### src/rtl/axilite_s_regbank_if.sv
// AXI4-Lite bus bundle for the register bank: AW/W/B/AR/R channels.
// The master modport drives requests, and the slave modport drives ready and response signals.
interface axilite_s_regbank_if #(
  parameter int ADDR_WIDTH = 12,
  parameter int DATA_WIDTH = 32
);
  logic                      awvalid;
  logic                      awready;
  logic [ADDR_WIDTH-1:0]     awaddr;
  logic                      wvalid;
  logic                      wready;
  logic [DATA_WIDTH-1:0]     wdata;
  logic [DATA_WIDTH/8-1:0]   wstrb;
  logic                      bvalid;
  logic                      bready;
  logic [1:0]                bresp;
  logic                      arvalid;
  logic                      arready;
  logic [ADDR_WIDTH-1:0]     araddr;
  logic                      rvalid;
  logic                      rready;
  logic [DATA_WIDTH-1:0]     rdata;
  logic [1:0]                rresp;

  modport master (
    output awvalid, awaddr, wvalid, wdata, wstrb, bready, arvalid, araddr, rready,
    input  awready, wready, bvalid, bresp, arready, rvalid, rdata, rresp
  );

  modport slave (
    input  awvalid, awaddr, wvalid, wdata, wstrb, bready, arvalid, araddr, rready,
    output awready, wready, bvalid, bresp, arready, rvalid, rdata, rresp
  );
endinterface

### src/rtl/axilite_s_regbank.sv
// AXI4-Lite slave register bank with independent read and write FSMs.
// It supports per-register read-only masking, per-register reset values, and one-cycle write strobes.
module axilite_s_regbank #(
  parameter int                               ADDR_WIDTH = 12,
  parameter int                               DATA_WIDTH = 32,
  parameter int                               NUM_REGS   = 16,
  parameter logic [NUM_REGS-1:0]              RO_MASK    = '0,
  parameter logic [NUM_REGS*DATA_WIDTH-1:0]   RESET_VAL  = '0
) (
  input  logic                               axi_clk,
  input  logic                               axi_reset,
  axilite_s_regbank_if.slave                 s_axi,
  output logic [NUM_REGS*DATA_WIDTH-1:0]     reg_out,
  output logic [NUM_REGS-1:0]                reg_wr_pulse,
  input  logic [NUM_REGS*DATA_WIDTH-1:0]     ro_in
);

  localparam int STRB_WIDTH = DATA_WIDTH / 8;
  localparam int ADDR_LSB   = $clog2(STRB_WIDTH);
  localparam int IDX_WIDTH  = ADDR_WIDTH - ADDR_LSB;

  typedef enum logic [1:0] {W_IDLE, W_HAVE_AW, W_HAVE_W, W_RESP} wr_state_t;
  typedef enum logic       {R_IDLE, R_DATA}                      rd_state_t;

  wr_state_t               r_wr_state;
  rd_state_t               r_rd_state;
  logic [IDX_WIDTH-1:0]    r_aw_idx;
  logic [DATA_WIDTH-1:0]   r_wdata;
  logic [STRB_WIDTH-1:0]   r_wstrb;
  logic                    r_bvalid;
  logic [1:0]              r_bresp;
  logic                    r_rvalid;
  logic [1:0]              r_rresp;
  logic [DATA_WIDTH-1:0]   r_rdata;
  logic [NUM_REGS-1:0]     r_wr_pulse;
  logic [DATA_WIDTH-1:0]   r_regs [NUM_REGS];

  logic [IDX_WIDTH-1:0]    w_aw_idx;
  logic [IDX_WIDTH-1:0]    w_ar_idx;
  logic                    w_aw_hs;
  logic                    w_w_hs;
  logic                    w_ar_hs;
  logic                    w_commit;
  logic                    w_cmt_ok;
  logic [IDX_WIDTH-1:0]    w_cmt_idx;
  logic [DATA_WIDTH-1:0]   w_cmt_data;
  logic [STRB_WIDTH-1:0]   w_cmt_strb;
  logic                    w_rd_hit;
  logic [DATA_WIDTH-1:0]   w_rd_data;
  logic                    w_unused_lsbs;

  assign w_aw_idx      = s_axi.awaddr[ADDR_WIDTH-1:ADDR_LSB];
  assign w_ar_idx      = s_axi.araddr[ADDR_WIDTH-1:ADDR_LSB];
  assign w_unused_lsbs = ^{s_axi.awaddr[ADDR_LSB-1:0], s_axi.araddr[ADDR_LSB-1:0]};

  // The readies decode from the state register, so they rise as soon as reset releases.
  assign s_axi.awready = !axi_reset && (r_wr_state == W_IDLE || r_wr_state == W_HAVE_W);
  assign s_axi.wready  = !axi_reset && (r_wr_state == W_IDLE || r_wr_state == W_HAVE_AW);
  assign s_axi.arready = !axi_reset && (r_rd_state == R_IDLE);

  assign w_aw_hs = s_axi.awvalid && s_axi.awready;
  assign w_w_hs  = s_axi.wvalid  && s_axi.wready;
  assign w_ar_hs = s_axi.arvalid && s_axi.arready;

  // The commit takes the live value on the channel completing now, and the latched value on the other channel.
  always_comb begin
    // NOTE: every output of this block gets a default first so no path leaves it unassigned (no latch).
    w_commit   = 1'b0;
    w_cmt_idx  = r_aw_idx;
    w_cmt_data = r_wdata;
    w_cmt_strb = r_wstrb;
    case (r_wr_state)
      W_IDLE: begin
        w_commit   = w_aw_hs && w_w_hs;
        w_cmt_idx  = w_aw_idx;
        w_cmt_data = s_axi.wdata;
        w_cmt_strb = s_axi.wstrb;
      end
      W_HAVE_AW: begin
        w_commit   = w_w_hs;
        w_cmt_data = s_axi.wdata;
        w_cmt_strb = s_axi.wstrb;
      end
      W_HAVE_W: begin
        w_commit   = w_aw_hs;
        w_cmt_idx  = w_aw_idx;
      end
      default: ;
    endcase

    w_cmt_ok = 1'b0;
    for (int i = 0; i < NUM_REGS; i++) begin
      if (w_cmt_idx == IDX_WIDTH'(i) && !RO_MASK[i]) w_cmt_ok = 1'b1;
    end
  end

  always_comb begin
    w_rd_hit  = 1'b0;
    w_rd_data = '0;
    for (int i = 0; i < NUM_REGS; i++) begin
      if (w_ar_idx == IDX_WIDTH'(i)) begin
        w_rd_hit  = 1'b1;
        w_rd_data = RO_MASK[i] ? ro_in[i*DATA_WIDTH +: DATA_WIDTH] : r_regs[i];
      end
    end
  end

  always_ff @(posedge axi_clk or posedge axi_reset) begin
    if (axi_reset) begin
      r_wr_state <= W_IDLE;
      r_aw_idx   <= '0;
      r_wdata    <= '0;
      r_wstrb    <= '0;
      r_bvalid   <= 1'b0;
      r_bresp    <= 2'b00;
    end else begin
      // NOTE: state updates use non-blocking assignment so every reader sees pre-edge values.
      if (w_aw_hs) r_aw_idx <= w_aw_idx;
      if (w_w_hs) begin
        r_wdata <= s_axi.wdata;
        r_wstrb <= s_axi.wstrb;
      end
      if (w_commit) begin
        r_wr_state <= W_RESP;
        r_bvalid   <= 1'b1;
        r_bresp    <= w_cmt_ok ? 2'b00 : 2'b10;
      end else begin
        case (r_wr_state)
          W_IDLE: begin
            if (w_aw_hs)     r_wr_state <= W_HAVE_AW;
            else if (w_w_hs) r_wr_state <= W_HAVE_W;
          end
          W_RESP: begin
            if (s_axi.bready) begin
              r_wr_state <= W_IDLE;
              r_bvalid   <= 1'b0;
              r_bresp    <= 2'b00;
            end
          end
          default: ;
        endcase
      end
    end
  end

  always_ff @(posedge axi_clk or posedge axi_reset) begin
    if (axi_reset) begin
      r_wr_pulse <= '0;
      // NOTE: the register array is reset element by element because each entry has its own reset value.
      for (int i = 0; i < NUM_REGS; i++) r_regs[i] <= RESET_VAL[i*DATA_WIDTH +: DATA_WIDTH];
    end else begin
      r_wr_pulse <= '0;
      if (w_commit && w_cmt_ok) begin
        for (int i = 0; i < NUM_REGS; i++) begin
          if (!RO_MASK[i] && w_cmt_idx == IDX_WIDTH'(i)) begin
            r_wr_pulse[i] <= 1'b1;
            for (int b = 0; b < STRB_WIDTH; b++) begin
              if (w_cmt_strb[b]) r_regs[i][b*8 +: 8] <= w_cmt_data[b*8 +: 8];
            end
          end
        end
      end
    end
  end

  // The read path samples r_regs before a same-edge write lands, so it returns the old value.
  always_ff @(posedge axi_clk or posedge axi_reset) begin
    if (axi_reset) begin
      r_rd_state <= R_IDLE;
      r_rvalid   <= 1'b0;
      r_rdata    <= '0;
      r_rresp    <= 2'b00;
    end else begin
      case (r_rd_state)
        R_IDLE: begin
          if (w_ar_hs) begin
            r_rd_state <= R_DATA;
            r_rvalid   <= 1'b1;
            r_rdata    <= w_rd_data;
            r_rresp    <= w_rd_hit ? 2'b00 : 2'b10;
          end
        end
        R_DATA: begin
          if (s_axi.rready) begin
            r_rd_state <= R_IDLE;
            r_rvalid   <= 1'b0;
          end
        end
        default: r_rd_state <= R_IDLE;
      endcase
    end
  end

  assign s_axi.bvalid = r_bvalid;
  assign s_axi.bresp  = r_bresp;
  assign s_axi.rvalid = r_rvalid;
  assign s_axi.rdata  = r_rdata;
  assign s_axi.rresp  = r_rresp;
  assign reg_wr_pulse = r_wr_pulse;

  for (genvar g = 0; g < NUM_REGS; g++) begin : g_reg_out
    assign reg_out[g*DATA_WIDTH +: DATA_WIDTH] = r_regs[g];
  end

endmodule

### src/flat_wrapper.sv
// flat-port wrapper written by rule: the top's interface ports become plain ports
module axilite_s_regbank_flat 
#(
  parameter int                               ADDR_WIDTH = 12,
  parameter int                               DATA_WIDTH = 32,
  parameter int                               NUM_REGS   = 16,
  parameter logic [NUM_REGS-1:0]              RO_MASK    = '0,
  parameter logic [NUM_REGS*DATA_WIDTH-1:0]   RESET_VAL  = '0
)
  (axi_clk, axi_reset, reg_out, reg_wr_pulse, ro_in, s_axi_awvalid, s_axi_awaddr, s_axi_wvalid, s_axi_wdata, s_axi_wstrb, s_axi_bready, s_axi_arvalid, s_axi_araddr, s_axi_rready, s_axi_awready, s_axi_wready, s_axi_bvalid, s_axi_bresp, s_axi_arready, s_axi_rvalid, s_axi_rdata, s_axi_rresp);
  axilite_s_regbank_if #(.ADDR_WIDTH(ADDR_WIDTH), .DATA_WIDTH(DATA_WIDTH)) s_axi_i ();
  input  logic axi_clk;
  input  logic axi_reset;
  output logic [NUM_REGS*DATA_WIDTH-1:0] reg_out;
  output logic [NUM_REGS-1:0] reg_wr_pulse;
  input  logic [NUM_REGS*DATA_WIDTH-1:0] ro_in;
  input wire logic [$bits(s_axi_i.awvalid)-1:0] s_axi_awvalid;
  input wire logic [$bits(s_axi_i.awaddr)-1:0] s_axi_awaddr;
  input wire logic [$bits(s_axi_i.wvalid)-1:0] s_axi_wvalid;
  input wire logic [$bits(s_axi_i.wdata)-1:0] s_axi_wdata;
  input wire logic [$bits(s_axi_i.wstrb)-1:0] s_axi_wstrb;
  input wire logic [$bits(s_axi_i.bready)-1:0] s_axi_bready;
  input wire logic [$bits(s_axi_i.arvalid)-1:0] s_axi_arvalid;
  input wire logic [$bits(s_axi_i.araddr)-1:0] s_axi_araddr;
  input wire logic [$bits(s_axi_i.rready)-1:0] s_axi_rready;
  output wire logic [$bits(s_axi_i.awready)-1:0] s_axi_awready;
  output wire logic [$bits(s_axi_i.wready)-1:0] s_axi_wready;
  output wire logic [$bits(s_axi_i.bvalid)-1:0] s_axi_bvalid;
  output wire logic [$bits(s_axi_i.bresp)-1:0] s_axi_bresp;
  output wire logic [$bits(s_axi_i.arready)-1:0] s_axi_arready;
  output wire logic [$bits(s_axi_i.rvalid)-1:0] s_axi_rvalid;
  output wire logic [$bits(s_axi_i.rdata)-1:0] s_axi_rdata;
  output wire logic [$bits(s_axi_i.rresp)-1:0] s_axi_rresp;
  assign s_axi_i.awvalid = s_axi_awvalid;
  assign s_axi_i.awaddr = s_axi_awaddr;
  assign s_axi_i.wvalid = s_axi_wvalid;
  assign s_axi_i.wdata = s_axi_wdata;
  assign s_axi_i.wstrb = s_axi_wstrb;
  assign s_axi_i.bready = s_axi_bready;
  assign s_axi_i.arvalid = s_axi_arvalid;
  assign s_axi_i.araddr = s_axi_araddr;
  assign s_axi_i.rready = s_axi_rready;
  assign s_axi_awready = s_axi_i.awready;
  assign s_axi_wready = s_axi_i.wready;
  assign s_axi_bvalid = s_axi_i.bvalid;
  assign s_axi_bresp = s_axi_i.bresp;
  assign s_axi_arready = s_axi_i.arready;
  assign s_axi_rvalid = s_axi_i.rvalid;
  assign s_axi_rdata = s_axi_i.rdata;
  assign s_axi_rresp = s_axi_i.rresp;
  axilite_s_regbank #(.ADDR_WIDTH(ADDR_WIDTH), .DATA_WIDTH(DATA_WIDTH), .NUM_REGS(NUM_REGS), .RO_MASK(RO_MASK), .RESET_VAL(RESET_VAL)) u_core (.axi_clk(axi_clk), .axi_reset(axi_reset), .s_axi(s_axi_i), .reg_out(reg_out), .reg_wr_pulse(reg_wr_pulse), .ro_in(ro_in));
endmodule
### config.mk
export PLATFORM = sky130hd
export DESIGN_NAME = axilite_s_regbank_flat
export DESIGN_NICKNAME = d
export VERILOG_FILES = /design/src/rtl/axilite_s_regbank_if.sv /design/src/rtl/axilite_s_regbank.sv /design/src/flat_wrapper.sv
export SDC_FILE = /design/constraint.sdc
export NUM_CORES = 1
export LEC_CHECK = 0
export ABC_AREA = 1
export CAP_MARGIN = 25
export CORE_AREA = 3 3 445 447
export DETAILED_ROUTE_END_ITERATION = 10
export DIE_AREA = 0 0 448 450
export HOLD_SLACK_MARGIN = 0.08
export SETUP_SLACK_MARGIN = 0.15
export SLEW_MARGIN = 25
export SYNTH_ARGS = -nofsm -noshare
export SYNTH_HDL_FRONTEND = slang
export SYNTH_SLANG_ARGS = --single-unit
### constraint.sdc
create_clock -name axi_clk -period 27.9 [get_ports axi_clk]
set_clock_uncertainty 0.05 [all_clocks]
set_input_delay 8.37 -clock axi_clk [delete_from_list [all_inputs] [get_ports axi_clk]]
set_output_delay 8.37 -clock axi_clk [all_outputs]
set_load 0.005 [all_outputs]
== Yosys cells after proc, flatten, opt, wreduce, memory -nomap -nowiden ==
Index checks and enable logic that the tools add are counted.

* Eq/ne operators: 37
* Mux-type cells: 86
* Bitwise gates (word level): 1
* Reductions and logical operators: 87

{| class="wikitable"
|+ Operators with widths
! operator !! count
|-
| 32-bit two-way mux || 17
|-
| 3-bit AND reduction || 65
|-
| 10-bit by 4-bit == test with 1-bit output (second input constant) || 16
|-
| 10-bit by 3-bit == test with 1-bit output (second input constant) || 8
|-
| 1-bit two-way mux || 54
|-
| 10-bit by 2-bit == test with 1-bit output (second input constant) || 4
|-
| 10-bit by 1-bit == test with 1-bit output (second input constant) || 2
|-
| 10-bit logical NOT || 2
|-
| 16-bit two-way mux || 1
|-
| 2-bit two-way mux || 8
|-
| 10-bit two-way mux || 1
|-
| 1-bit logical AND || 8
|-
| 2-bit AND reduction || 3
|-
| 2-bit == test (second input constant) || 2
|-
| 4-bit two-way mux || 1
|-
| 4-bit by 1-bit inequality test with 1-bit output (second input constant) || 1
|-
| 1-bit case mux with 2 select lines || 2
|-
| 2-bit case mux with 2 select lines || 1
|-
| 2-bit nonzero test || 2
|-
| 2-bit OR reduction || 2
|-
| 3-bit by 2-bit inequality test with 1-bit output (second input constant) || 1
|-
| 1-bit case mux with 3 select lines || 1
|-
| 3-bit nonzero test || 1
|-
| 2-bit by 1-bit == test with 1-bit output (second input constant) || 1
|-
| other kinds (6) || 7
|}

* Bits in registers: 615
* Bits of input ports: 579
* Output and inout port bits: 569
* Word-level logic and storage cells: 286

== Depth between registers and ports, before layout ==
* Word-level depth: 22
* Mapped depth: 18
* Depth with buffers taken out: 17

== Worst setup path before layout ==
Ideal clock, no wire load.

* Path type: input -> output
* Start point: input axi_reset
* End point: output s_axi_arready
* Arrival: 8.506 ns
* Data required time: 19.480 ns
* Path slack: 10.974 ns
* Stages on the path: 1
* Buffers on the path: 0
* Cell sequence: nor2_1

* Word-level cells in the longest chain between the ends: 2

{| class="wikitable"
|+ Ends and longest elaborated chain
! item !! RTL line !! source
|-
| start, declared || flat_wrapper.sv:13 || <nowiki>input logic axi_reset;</nowiki>
|-
| 1-bit logical NOT || axilite_s_regbank.sv:59 || <nowiki>assign s_axi.arready = !axi_reset && (r_rd_state == R_IDLE);</nowiki>
|-
| 1-bit logical AND || axilite_s_regbank.sv:59 ||
|-
| end, declared || flat_wrapper.sv:30 || <nowiki>output wire logic [$bits(s_axi_i.arready)-1:0] s_axi_arready;</nowiki>
|}

Every way passes these cells.

== Worst setup path after layout ==
* Start point: input axi_reset
* End point: output s_axi_wready

* Word-level cells in the longest chain between the ends: 2

{| class="wikitable"
|+ Ends and longest elaborated chain
! item !! RTL line !! source
|-
| 1-bit logical NOT || axilite_s_regbank.sv:58 || <nowiki>assign s_axi.wready = !axi_reset && (r_wr_state == W_IDLE || r_wr_state == W_HAVE_AW);</nowiki>
|-
| 1-bit logical AND || axilite_s_regbank.sv:58 ||
|-
| end, declared || flat_wrapper.sv:27 || <nowiki>output wire logic [$bits(s_axi_i.wready)-1:0] s_axi_wready;</nowiki>
|}

Every way passes these cells.

==> out/summary.log <==
INFO  detailed_routing drtPass1Iterations=6
INFO  detailed_routing initialDrtViolationCount=2268
INFO  logic_synthesis ys_seq_elements=613
INFO  place          post_placement_cell_area=36700um^2
INFO  detailed_routing via_count=26100
INFO  timing         drv_slew=0
INFO  clock_network  clkTransAtPathRegs=0.06ns
INFO  global_route   grtUsageTotal=0.158
INFO  clock_network  worstSkewPairLatency=0.70ns
INFO  worst_setup_path r2r_start=u_core.r_wr_state[0]$_DFFE_PP0P_
INFO  die            floorplan.die.height=450um
INFO  power          leakagePower=16.7nW
INFO  die            core_ar=195000um^2
INFO  logic_synthesis synthMuxAreaShare=0.00968
INFO  logic_synthesis synth_seq_area_share=0.565
INFO  detailed_routing drc_errors=0
INFO  final_layout   synthToLayoutAreaGrowth=45.0%
INFO  timing         worst_slew_pin_slew=1.05ns
INFO  clock_network  cts_tree=yes
INFO  worst_setup_path timing.critical_path.to_type=output pin
INFO  worst_hold_path hold-path-cell-count=2
INFO  global_route   largest_net_degree_at_the_start_of_global_routing=108
INFO  power          combinationalPowerShare=0.222
INFO  power          power_switching=0.000910W
INFO  detailed_routing detail_route.wirelength.met1=60700um
INFO  die            chipWidth=448um
INFO  detailed_routing routed_via_density=4.01
INFO  global_route   grt_pass1_vias=24900
INFO  global_route   grt_pass1_wl=218000um
INFO  logic_synthesis post_synthesis_instance_area=27100um^2
INFO  clock_network  cts_num_sinks=613
INFO  worst_setup_path crit_chain=clkdlybuf4s50_1, nor2_1, clkdlybuf4s50_1
INFO  logic_synthesis ys.warnings.count=0
INFO  logic_synthesis netlist_instances=3294
INFO  worst_hold_path hp-start=u_core.s_axi.rdata[27]$_DFFE_PP0P_
INFO  detailed_routing dr_wl_met3=8730um
INFO  power          cell_internal_pwr=0.00164W
INFO  die            number_of_rows_in_the_core_area=162
INFO  logic_synthesis average_cell_area_after_synthesis=8.24um^2
INFO  detailed_routing wl_met2=80400um
INFO  final_layout   final_layout_size_suffix_gt1_frac=0.0727
INFO  place          io_buffer_count=629
INFO  timing         max_clock_freq=0.0536GHz
INFO  worst_setup_path critical_path_arrival=10.24ns
INFO  worst_setup_path worst_path_largest_cell_delay=0.93ns
INFO  logic_synthesis synth_xor_xnor_area_share=0
INFO  worst_hold_path hold_class=reg2reg
INFO  worst_setup_path rrSetupSlack=23.43ns
INFO  clock_network  cts_buffer_depth=3
INFO  worst_setup_path worstPathRequired=19.48ns
INFO  global_route   antenna_found_initial=10
INFO  timing         hold_ws=0.431ns
INFO  detailed_routing ant_nets=0
INFO  logic_synthesis yosys.area_share.adder=0.00184
INFO  place          pre_cts_ws=9.17ns
INFO  power          clock_power_share=0.407
INFO  worst_setup_path crit_path_frequent_cell=sky130_fd_sc_hd__clkdlybuf4s50_1
INFO  global_route   grt_overflow=0
INFO  worst_hold_path holdPathEnd=u_core.s_axi.rdata[27]$_DFFE_PP0P_
INFO  final_layout   final_util=0.202
INFO  worst_setup_path critPathLaunchType=primary input
INFO  final_layout   nets=4490
INFO  clock_network  tritoncts.num_buffers=73
INFO  timing         worst_slew_margin_rel=0.299
INFO  worst_setup_path worst-r2r-cell-count=11
INFO  clock_network  cts_repair_resize_count=0
INFO  die            fp.dieArea=202000um^2
INFO  final_layout   final_design_area_no_fill=39300um^2
INFO  worst_setup_path worst-path-max-fanout=4
INFO  logic_synthesis basic_gate_share_of_the_synthesized_area_counting_and_or_nand_and_nor_cells=0.245
INFO  clock_network  clock_tree.root_cell=sky130_fd_sc_hd__clkbuf_16
INFO  place          final_weighted_congestion_in_routability_driven_placement=0.887
INFO  timing         setup_violations=0
INFO  timing         period_needed=18.66ns
INFO  timing         totalNegativeSetupSlack=0ns
INFO  clock_network  h-tree-depth=3
INFO  power          worst_ir_drop_vdd=0.0484mV
INFO  timing         fin_crit_sh=0.669
INFO  power          p_seq_frac=0.371
INFO  final_layout   nFillCells=21500
INFO  detailed_routing maxUsedRoutingLayer=met5
INFO  final_layout   mostFrequentLayoutCell=sky130_fd_sc_hd__nand2_1
INFO  timing         final_hold_viol_count=0
INFO  place          dp_hpwl=131000um
INFO  power          swShare=0.356
INFO  job            cap_viol_max_count=0
INFO  clock_network  post-cts-setup-buffers=0
INFO  die            initial_core_util=0.139
INFO  die            num_io_pins=1148
INFO  outcome        result_of_the_run=finished, final reports clean
INFO  logic_synthesis main_combinational_cell_family_by_area_after_synthesis=simple AND/OR/NAND/NOR gates
INFO  detailed_routing drt-total-wl=163000um
INFO  worst_setup_path worstReg2RegEnd=u_core.reg_out[469]$_DFFE_PP0P_
INFO  final_layout   commonest_non_fill_non_tap_cells_in_the_layout=1164 x sky130_fd_sc_hd__nand2_1, 629 x sky130_fd_sc_hd__clkdlybuf4s50_1, 613 x sky130_fd_sc_hd__dfrtp_1
INFO  worst_setup_path critical_path_type=in2out
INFO  timing         setup_repair_after_global_routing_missed_its_margin=false
INFO  logic_synthesis netlist-cell-type-count=37
INFO  power          pwr_density_cell=64.9nW/um^2
INFO  worst_setup_path cell_with_the_largest_stage_delay_on_the_worst_path=sky130_fd_sc_hd__clkdlybuf4s50_1
INFO  clock_network  hold_buffer_count_at_cts=0
INFO  detailed_routing drt-wirelength-per-cell=25.1um
INFO  timing         final.setup.worst_slack=9.24ns
INFO  logic_synthesis synth-compound-area-share=0.126
INFO  worst_setup_path critical_path.startpoint=axi_reset
final cells by class:
class / count / area [um^2] / area share
Sequential cell: 613 / 15300 / 0.390
Inverter: 201 / 762 / 0.0194
Timing Repair Buffer: 707 / 6890 / 0.175
Antenna cell: 5 / 12.5 / 0.000318
Multi-Input combinational cell: 2311 / 10600 / 0.269
Clock inverter: 32 / 477 / 0.0121
Tap cell: 2542 / 3180 / 0.0808
Clock buffer: 99 / 2100 / 0.0533
kinds of logic after synthesis:
logic type,after synthesis
AO/OA/AOI/OAI,676
adder cells (fa/ha/maj),4
buffers and inverters,371
flip-flops,613
multiplexers,25
other,1
AND/OR/NAND/NOR,1604
power by group through the flow:
stage                     sequential, W  combinational, W  clock, W
final                          0.000947          0.000567   0.00104
after global routing           0.000950          0.000610   0.00110
after detailed placement       0.000962          0.000579         0
after floorplan                0.000956          0.000229         0
after CTS                      0.000946          0.000580   0.00106
after global placement         0.000960          0.000572         0
cells in the mapped netlist (all sizes together):
cell / n / area, um^2
a21oi: 70 / 350
a221oi: 1 / 8.76
a22o: 1 / 8.76
a311o: 1 / 10.0
and2: 4 / 25.0
buf: 16 / 85.1
clkbuf: 154 / 578
clkinv: 4 / 15.0
conb: 1 / 3.75
dfrtp: 613 / 15300
ha: 4 / 50.1
inv: 197 / 739
mux2: 10 / 113
mux2i: 15 / 150
nand2: 1167 / 4380
nand3: 102 / 510
nand3b: 13 / 97.6
nand4: 66 / 428
nor2: 195 / 744
nor3: 25 / 233
nor4: 10 / 87.6
o211ai: 3 / 22.5
o21ai: 596 / 2980
o221a: 1 / 11.3
o22ai: 1 / 6.26
o311ai: 2 / 17.5
or2: 22 / 138
metrics by stage:
step                power [W]  std cells
floorplan             0.00119       3295
global placement      0.00153       6372
detailed placement    0.00154       6374
CTS                   0.00259       6505
global route          0.00266       6509
finish                0.00255       6510
worst max path at each step:
stage                                           to  slack, ns  cells after the start
floorplan           u_core.r_aw_idx[0]$_DFFE_PP0P_       2.32                      1
global placement                      s_axi_wready       9.16                      3
detailed placement                    s_axi_wready       9.17                      3
CTS                                  s_axi_arready       9.16                      3
global route                         s_axi_arready       9.15                      3
finish                                s_axi_wready       9.24                      3
routing by layer:
metal / GRT usage / vias up
li1: - / 11900
met1: 0.176 / 12800
met2: 0.270 / 1073
met3: 0.0287 / 280
met4: 0.114 / 2
met5: 0 / -
worst max-delay path: cells and delay by family:
family	cells	cell delay, ns
buffers and inverters	2	1.48
and+or+nand+nor	1	0.37
state kept, by name (all words and copies together), names as in the netlist:
name,count
u_core.s_axi.bresp,1
u_core.r_wstrb,4
u_core.reg_wr_pulse,16
u_core.r_wr_state,2
u_core.s_axi.bvalid,1
u_core.s_axi.rvalid,1
u_core.s_axi.rresp,1
u_core.r_aw_idx,10
u_core.r_wdata,32
u_core.reg_out,512
u_core.r_rd_state,1
u_core.s_axi.rdata,32
Note: power is estimated with default switching activity, not from simulation.
